==> src/rtl/cmp_arbiter.sv <==
// Round-robin arbiter sharing one registered WIDTH-bit compare unit between NUM_REQ requesters.
// One transaction in flight; the 4-bit flag result is returned on a valid/ready response channel.
module cmp_arbiter #(
  parameter int NUM_REQ = 4,
  parameter int WIDTH   = 32,
  parameter int ID_W    = 2
) (
  input  logic                       clk,
  input  logic                       rst,
  input  logic [NUM_REQ-1:0]         req_valid,
  output logic [NUM_REQ-1:0]         req_ready,
  input  logic [NUM_REQ*WIDTH-1:0]   req_a,
  input  logic [NUM_REQ*WIDTH-1:0]   req_b,
  output logic                       rsp_valid,
  input  logic                       rsp_ready,
  output logic [ID_W-1:0]            rsp_id,
  output logic [3:0]                 rsp_flag
);

  localparam int SEL_W = (NUM_REQ > 1) ? $clog2(NUM_REQ) : 1;

  localparam logic [1:0] IDLE = 2'd0;
  localparam logic [1:0] CMP  = 2'd1;
  localparam logic [1:0] RESP = 2'd2;

  logic [1:0]        state;
  logic [SEL_W-1:0]  rr_ptr;
  logic [SEL_W-1:0]  id_reg;
  logic [WIDTH-1:0]  a_reg;
  logic [WIDTH-1:0]  b_reg;

  logic [WIDTH-1:0]  a_arr [NUM_REQ];
  logic [WIDTH-1:0]  b_arr [NUM_REQ];

  logic [NUM_REQ-1:0] grant;
  logic [SEL_W-1:0]   sel;
  logic [SEL_W:0]     cand;
  logic               found;
  logic               accept;

  logic [WIDTH:0]     diff;
  logic               n_bit;
  logic               v_bit;
  logic [3:0]         flag;

  generate
    for (genvar gi = 0; gi < NUM_REQ; gi++) begin : g_unpack
      assign a_arr[gi] = req_a[gi*WIDTH +: WIDTH];
      assign b_arr[gi] = req_b[gi*WIDTH +: WIDTH];
    end
  endgenerate

  // Circular search starting at rr_ptr; the first valid requester wins.
  always_comb begin
    grant = '0;
    sel   = '0;
    found = 1'b0;
    cand  = '0;
    if (state == IDLE && !rst) begin
      for (int k = 0; k < NUM_REQ; k++) begin
        cand = {1'b0, rr_ptr} + (SEL_W+1)'(k);
        if (cand >= (SEL_W+1)'(NUM_REQ)) begin
          cand = cand - (SEL_W+1)'(NUM_REQ);
        end
        if (!found && req_valid[cand[SEL_W-1:0]]) begin
          found = 1'b1;
          sel   = cand[SEL_W-1:0];
          grant[cand[SEL_W-1:0]] = 1'b1;
        end
      end
    end
  end

  assign req_ready = grant;
  assign accept    = found;

  // Unsigned subtract with one extra bit so the MSB is the borrow.
  assign diff  = {1'b0, a_reg} - {1'b0, b_reg};
  assign n_bit = diff[WIDTH-1];
  assign v_bit = (a_reg[WIDTH-1] != b_reg[WIDTH-1]) && (diff[WIDTH-1] != a_reg[WIDTH-1]);
  assign flag  = {n_bit ^ v_bit, (diff[WIDTH-1:0] == '0), diff[WIDTH], v_bit};

  always_ff @(posedge clk or posedge rst) begin
    if (rst) begin
      state     <= IDLE;
      rr_ptr    <= '0;
      id_reg    <= '0;
      a_reg     <= '0;
      b_reg     <= '0;
      rsp_valid <= 1'b0;
      rsp_id    <= '0;
      rsp_flag  <= '0;
    end else begin
      case (state)
        IDLE: begin
          if (accept) begin
            a_reg  <= a_arr[sel];
            b_reg  <= b_arr[sel];
            id_reg <= sel;
            rr_ptr <= (sel == SEL_W'(NUM_REQ-1)) ? '0 : sel + 1'b1;
            state  <= CMP;
          end
        end
        CMP: begin
          rsp_flag  <= flag;
          rsp_id    <= ID_W'(id_reg);
          rsp_valid <= 1'b1;
          state     <= RESP;
        end
        RESP: begin
          if (rsp_ready) begin
            rsp_valid <= 1'b0;
            state     <= IDLE;
          end
        end
        default: state <= IDLE;
      endcase
    end
  end

endmodule

==> config.mk <==
export PLATFORM = sky130hd
export DESIGN_NAME = cmp_arbiter
export DESIGN_NICKNAME = d
export VERILOG_FILES = /design/src/rtl/cmp_arbiter.sv
export SDC_FILE = /design/constraint.sdc
export NUM_CORES = 1
export LEC_CHECK = 0
export BUFFER_PORTS_ARGS = -buffer_cell sky130_fd_sc_hd__clkbuf_2
export CORE_MARGIN = 4
export CORE_UTILIZATION = 35
export DETAILED_ROUTE_END_ITERATION = 7
export GPL_ROUTABILITY_DRIVEN = 0
export SETUP_SLACK_MARGIN = 0.5
export SYNTH_ARGS = -nofsm -noshare
export SYNTH_HDL_FRONTEND = slang
export SYNTH_SLANG_ARGS = --single-unit
==> constraint.sdc <==
create_clock -name clk -period 4.6 [get_ports clk]
set_input_delay 0.23 -clock clk [delete_from_list [all_inputs] [get_ports clk]]
set_output_delay 0.23 -clock clk [all_outputs]
set_load 0.01 [all_outputs]
==> results of run 1 <==
## timing repair
item,4_1_cts,5_1_grt
endpoints found under the hold margin,39,0
pin swaps,10,6
hold buffers,1,0
endpoints found under the setup margin,1,1
buffers inserted,5,2
resized for setup,10,3
## synthesized netlist by cell type, types with 5 or more instances
cell type,number
nor2b_1,11
a21o_1,12
nand2_1,325
o21a_1,5
mux2_2,5
nor4_1,5
xor2_1,5
a211oi_1,5
ha_1,40
inv_1,53
nand4_1,7
a22o_1,8
buf_2,29
dfrtp_1,77
a22oi_1,5
a31oi_1,5
nand3_1,156
buf_6,6
nor2_1,35
nor3_1,14
o21ai_1,21
o21ai_0,65
mux2i_1,12
a21oi_1,49
clkbuf_1,35
a221oi_1,6
## area by class of cell
type                    count  area (um^2)
well taps                 270          338
fillers                  2103        11000
clock buffers              12          267
clock inverters             3         43.8
inverters                  54          204
repair buffers            305         1630
flip-flops and latches     77         1930
multi-input cells         875         4910
## cell families (layout without fill, tap and decap cells)
group,after synthesis,count (layout),synth area share
xor+xnor,9,9,0.0108
mux,18,18,0.0272
compound gates,228,228,0.201
buf+inv,128,374,0.0769
simple gates,578,578,0.346
flops,77,77,0.264
fa+ha+maj,42,42,0.0740
## worst max-delay path: cells and delay by family (launching register included)
family          cells  cell delay [ns]
simple gates        6             0.83
flops               1             0.41
compound gates     12             2.19
fa+ha+maj           2             0.88
## per-layer routing
layer / part of all wire / up-vias
li1: - / 4221
met1: 0.44 / 3754
met2: 0.46 / 298
met3: 0.072 / 49
met4: 0.023 / 10
met5: 0.0023 / -
## path summary, 6_finish.rpt
| path | startpoint | end | depth (start not counted) |
|---|---|---|---|
| max in group asynchronous | rst | b_reg[6]$_DFFE_PP0P_ | 4 |
| min in group asynchronous | rst | state[1]$_DFFE_PP0P_ | 3 |
| worst max-delay path | a_reg[8]$_DFFE_PP0P_ | rsp_flag[2]$_DFFE_PP0P_ | 20 |
| worst min register to register | a_reg[3]$_DFFE_PP0P_ | a_reg[3]$_DFFE_PP0P_ | 2 |
| worst max register to register | a_reg[8]$_DFFE_PP0P_ | rsp_flag[2]$_DFFE_PP0P_ | 20 |
| worst min-delay path | rsp_ready | state[1]$_DFFE_PP0P_ | 4 |
## stage by stage
| step | worst slack, ns | instance area (um^2) |
|---|---|---|
| after detailed placement | 0.145 | 8890 |
| after CTS | 0.172 | 9300 |
| final | 0.212 | 9330 |
| after global routing | -0.0156 | 9330 |
| after floorplan | 0.515 | 7320 |
| after global placement | 0.263 | 8890 |
## power breakdown
part           internal (uW)  switching [uW]
combinational           2070            3260
clock                    461             272
sequential              1000             170
total                   3530            3700
==> results.tsv, run 1 <==
metric	value	unit
min_path_type	primary input to flop	
drive_gt1_frac	0.268	
wl_per_cell	16.9	um
drc	0	
grt_busiest_layer	met2	
clock_latency	0.34	ns
critPathKind	flop to flop	
crit_path_max_fanout	6	
synth_largest_area_cell	dfrtp_1	
cpPeakStageDelay	0.57	ns
grt_usage	0.221	
viasPerCell	5.22	
die_x	152	um
layout_commonest_cell	nand2_1	
cts_buffers	9	
postRouteWirelength	26.9	mm
synth_area	7300	um^2
start_kind	flop	
globalRouteMet2Util	0.349	
rsz0062_at_grt	yes	
drv_cap	0	
tritoncts	built	
netlist_instances	1080	
path_clk_slew	0.06	ns
ioPinCount	274	
grtUsageMet1	0.303	
worstPathRequired	4.85	ns
std_cell_rows	52	
grt_pass1_wl	42.0	mm
synth_cell_types	69	
fin_cells	1596	
yosys-top-cells-area	dfrtp_1, nand2_1, nand3_1	
ys_seq_elements	77	
status	completed	
peakVddDrop	0.000387	V
syn_nets	1385	
p_per_area	776	nW/um^2
grt.overflow.total	0	
synth_area_per_cell	6.76	um^2
p_leak	0.00482	uW
async_flop_share	1.00	
hpwl	21.3	mm
cp_slowest_cell	fa_2	
final_cell_mix	nand2_1, clkbuf_2, nand3_1, dfrtp_1, o21ai_0	
synth_edf_count	0	
fin_nets	1627	
ys.flop_type	dfrtp_1	
drt_iter0_drc	627	
rrSetupSlack	0.21	ns
antenna_cells	0	
die-area	23200	um^2
ys_seq_area_frac	0.264	
final-hold-violation-count	0	
portBuffers	273	
syn2layout_area_growth	27.7	%
start_util	0.359	
crit_chain	ha_4 -> a21oi_1 -> o31a_1 -> nor2b_1 -> a21o_1 -> o21ai_2 -> a31o_2 -> a21o_1 -> a21oi_1 -> o21a_1 -> fa_2 -> nand3_2 -> a221oi_2 -> nand3_1 -> a311o_1 -> nor4_2 -> o2111ai_1 -> nor4_1 -> nand4_1 -> o31ai_2	
ant_nets	0	
fin_crit	4.39	ns
tns	0	ns
synth_top_area_share	0.264	
grt_max_degree	94	
first_pass_iters	5	
grt_pass1_vias	8020	
use_met3	0.0542	
die_h	152	um
cts.sinks	77	
maxSlewViolCount	0	
final_core_util	0.458	
max_freq	0.228	GHz
p_total	7230	uW
core_area	20400	um^2
antenna_found_initial	6	
ys_warn_count	0	
cp.arrival	4.64	ns
cts_buffer_depth	2	
period_share	0.954	
clock_skew	0.00783	ns
timing.hold.ws	0.151	ns
cts_max_level	3	
tightest_slew	0.822	ns
endpoint_kind	flop	
root_buffer	clkbuf_16	
vias	8332	
dp.cells	1573	
maxSlewHeadroom	0.452	
setup_viol	0	
Note: power is estimated with default switching activity, not from simulation.
==> inputs of run 2 (changes only) <==
--- a/config.mk
+++ b/config.mk
@@ -5,12 +5,13 @@
 export SDC_FILE = /design/constraint.sdc
 export NUM_CORES = 1
 export LEC_CHECK = 0
-export BUFFER_PORTS_ARGS = -buffer_cell sky130_fd_sc_hd__clkbuf_2
+export BUFFER_PORTS_ARGS = -buffer_cell sky130_fd_sc_hd__buf_2
 export CORE_MARGIN = 4
 export CORE_UTILIZATION = 35
 export DETAILED_ROUTE_END_ITERATION = 7
 export GPL_ROUTABILITY_DRIVEN = 0
 export SETUP_SLACK_MARGIN = 0.5
+export SLEW_MARGIN = 20
 export SYNTH_ARGS = -nofsm -noshare
 export SYNTH_HDL_FRONTEND = slang
 export SYNTH_SLANG_ARGS = --single-unit
==> results.tsv, run 2 (synthesis gave the netlist of run 1 again) <==
metric	value	unit	change
drt_iter0_drc	651		+3.8%
vias	8473		+1.7%
rrSetupSlack	0.05	ns	-0.16 ns
rsz0062_at_grt	yes		
period_share	0.989		+0.0355
grt_max_degree	77		-18%
r2r_start	a_reg[8]$_DFFE_PP0P_		
cpPeakStageDelay	0.59	ns	+0.02 ns
crit_path_max_fanout	6		unchanged
postRouteWirelength	27.3	mm	+1.4%
clock_latency	0.35	ns	about the same
portBuffers	273		unchanged
fin_crit	4.55	ns	+0.163 ns
ant_nets	0		unchanged
dp.cells	1576		+0.19%
tightest_slew	0.826	ns	+0.00440 ns
fin_nets	1631		+0.25%
drc	0		unchanged
maxSlewHeadroom	0.449		-0.00293
place_area	8920	um^2	+0.39%
status	completed		
min_to	state[1]$_DFFE_PP0P_		
endpoint_kind	flop		
final-hold-violation-count	0		unchanged
whs_path_depth	4		unchanged
viasPerCell	5.29		+1.4%
first_pass_iters	6		+1
maxSlewViolCount	0		unchanged
path_clk_slew	0.06	ns	about the same
setup_viol	0		unchanged
max_freq	0.220	GHz	-3.6%
cts_buffer_depth	2		unchanged
cts_buffers	9		unchanged
critPathTopFamily	compound AO/OA/AOI/OAI gates		
wl_per_cell	17.1	um	+1.0%
start_kind	flop		
fin_cells	1601		+0.31%
grt_pass1_wl	41.9	mm	-0.21%
cp.arrival	4.81	ns	+0.17 ns
tritoncts	built		
hpwl	21.5	mm	+1.0%
peakVddDrop	0.000315	V	-19%
cts.sinks	77		unchanged
tns	0	ns	unchanged
clock_skew	0.00721	ns	-0.000626 ns
core_area	20400	um^2	unchanged
antenna_cells	0		unchanged
design_area	9450	um^2	+1.3%
crit_start	a_reg[8]$_DFFE_PP0P_		
crit_chain	ha_4 -> a21oi_2 -> o31a_1 -> nor2b_1 -> a21o_1 -> o21ai_2 -> a31o_2 -> a21o_1 -> a21oi_1 -> o21a_1 -> fa_2 -> nand3_2 -> a221oi_2 -> nand3_1 -> a311o_1 -> nor4_2 -> o2111ai_1 -> nor4_1 -> nand4_1 -> o31ai_2		
grt_pass1_vias	7954		-0.82%
min_path_type	primary input to flop		
std_cell_rows	52		unchanged
layout_commonest_cell	nand2_1		
critPathKind	flop to flop		
worstPathRequired	4.86	ns	about the same
critPathBufInv	0		unchanged
min_from	rsp_ready		
reg2reg_depth	20		unchanged
grt_usage	0.221		+0.000292
p_leak	0.00479	uW	-0.48%
drive_gt1_frac	0.274		+0.00651
die_x	152	um	unchanged
drv_cap	0		unchanged
antenna_found_initial	1		-5
cp_slowest_cell	fa_2		
cpMostUsedCell	a21o_1		
rr_endpoint	rsp_flag[2]$_DFFE_PP0P_		
p_per_area	784	nW/um^2	+1.0%
grt.overflow.total	0		unchanged
syn2layout_area_growth	29.4	%	
nFillCells	2109		+0.29%
cts_max_level	3		unchanged
final_cell_mix	nand2_1, buf_2, nand3_1, dfrtp_1, o21ai_0		
root_buffer	clkbuf_16		
die_h	152	um	unchanged
ioPinCount	274		unchanged
die-area	23200	um^2	unchanged
start_util	0.359		unchanged
==> run 2: cell count changes in the layout (fill, tap and decap cells not counted), moves of 2 or more <==
cell | previous run | this run
buf_2 | 0 | 273
ha_4 | 3 | 8
ha_1 | 33 | 31
clkbuf_8 | 3 | 1
buf_4 | 29 | 32
clkbuf_2 | 273 | 0
ha_2 | 4 | 1
==> run 2: worst max path at each step <==
stage / to / cells past startpoint / slack, ns
finish: rsp_flag[2]$_DFFE_PP0P_ / 20 / 0.05
CTS: rsp_flag[2]$_DFFE_PP0P_ / 20 / 0.13
global placement: rsp_flag[2]$_DFFE_PP0P_ / 20 / 0.26
detailed placement: rsp_flag[2]$_DFFE_PP0P_ / 20 / 0.07
floorplan: rsp_flag[2]$_DFFE_PP0P_ / 21 / 0.52
global route: rsp_flag[2]$_DFFE_PP0P_ / 20 / -0.19
==> run 2: timing repair <==
item                                   in CTS  in global routing
gates resized for setup                     5                 16
setup endpoints to repair                   1                  1
setup buffers                               0                  8
endpoints found under the hold margin      38                  0
hold buffers                                1                  0
pin swaps                                   1                 17
==> run 2: report_power, final <==
| part | switching [uW] | internal (uW) |
|---|---|---|
| sequential | 181 | 1000 |
| combinational | 3290 | 2160 |
| clock | 287 | 488 |
| total | 3760 | 3640 |
==> run 2: cell type report <==
type / count / area [um^2] / area share
clock buffers: 10 / 239 / 0.0253
flip-flops and latches: 77 / 1930 / 0.204
inverters: 54 / 204 / 0.0216
clock inverters: 6 / 86.3 / 0.00914
well taps: 270 / 338 / 0.0358
multi-input cells: 875 / 4980 / 0.527
repair buffers: 309 / 1680 / 0.177
==> run 2: through the flow <==
stage / util / hold slack [ns] / setup WS (ns) / total power (uW)
floorplan: - / 0.383 / 0.515 / 4860
global placement: 0.438 / 0.345 / 0.255 / 6280
detailed placement: 0.438 / 0.349 / 0.0659 / 6280
CTS: 0.456 / 0.132 / 0.133 / 7110
global route: 0.464 / 0.198 / -0.192 / 8050
finish: 0.464 / 0.141 / 0.0489 / 7410
==> run 2: worst register-to-register path, stage by stage (launching register included) <==
cell and delay [ns]:
dfrtp_1 0.42, ha_4 0.33, a21oi_2 0.06, o31a_1 0.34
nor2b_1 0.14, a21o_1 0.19, o21ai_2 0.16, a31o_2 0.19
a21o_1 0.11, a21oi_1 0.06, o21a_1 0.21, fa_2 0.59
nand3_2 0.09, a221oi_2 0.17, nand3_1 0.12, a311o_1 0.35
nor4_2 0.21, o2111ai_1 0.14, nor4_1 0.24, nand4_1 0.15
o31ai_2 0.19
==> run 2: per-layer routing <==
layer	wire, um	part of all wire	track usage
met2	12800	0.47	0.354
met4	501	0.018	0.0564
met1	12200	0.45	0.306
met5	17	0.00062	0
met3	1810	0.066	0.0449
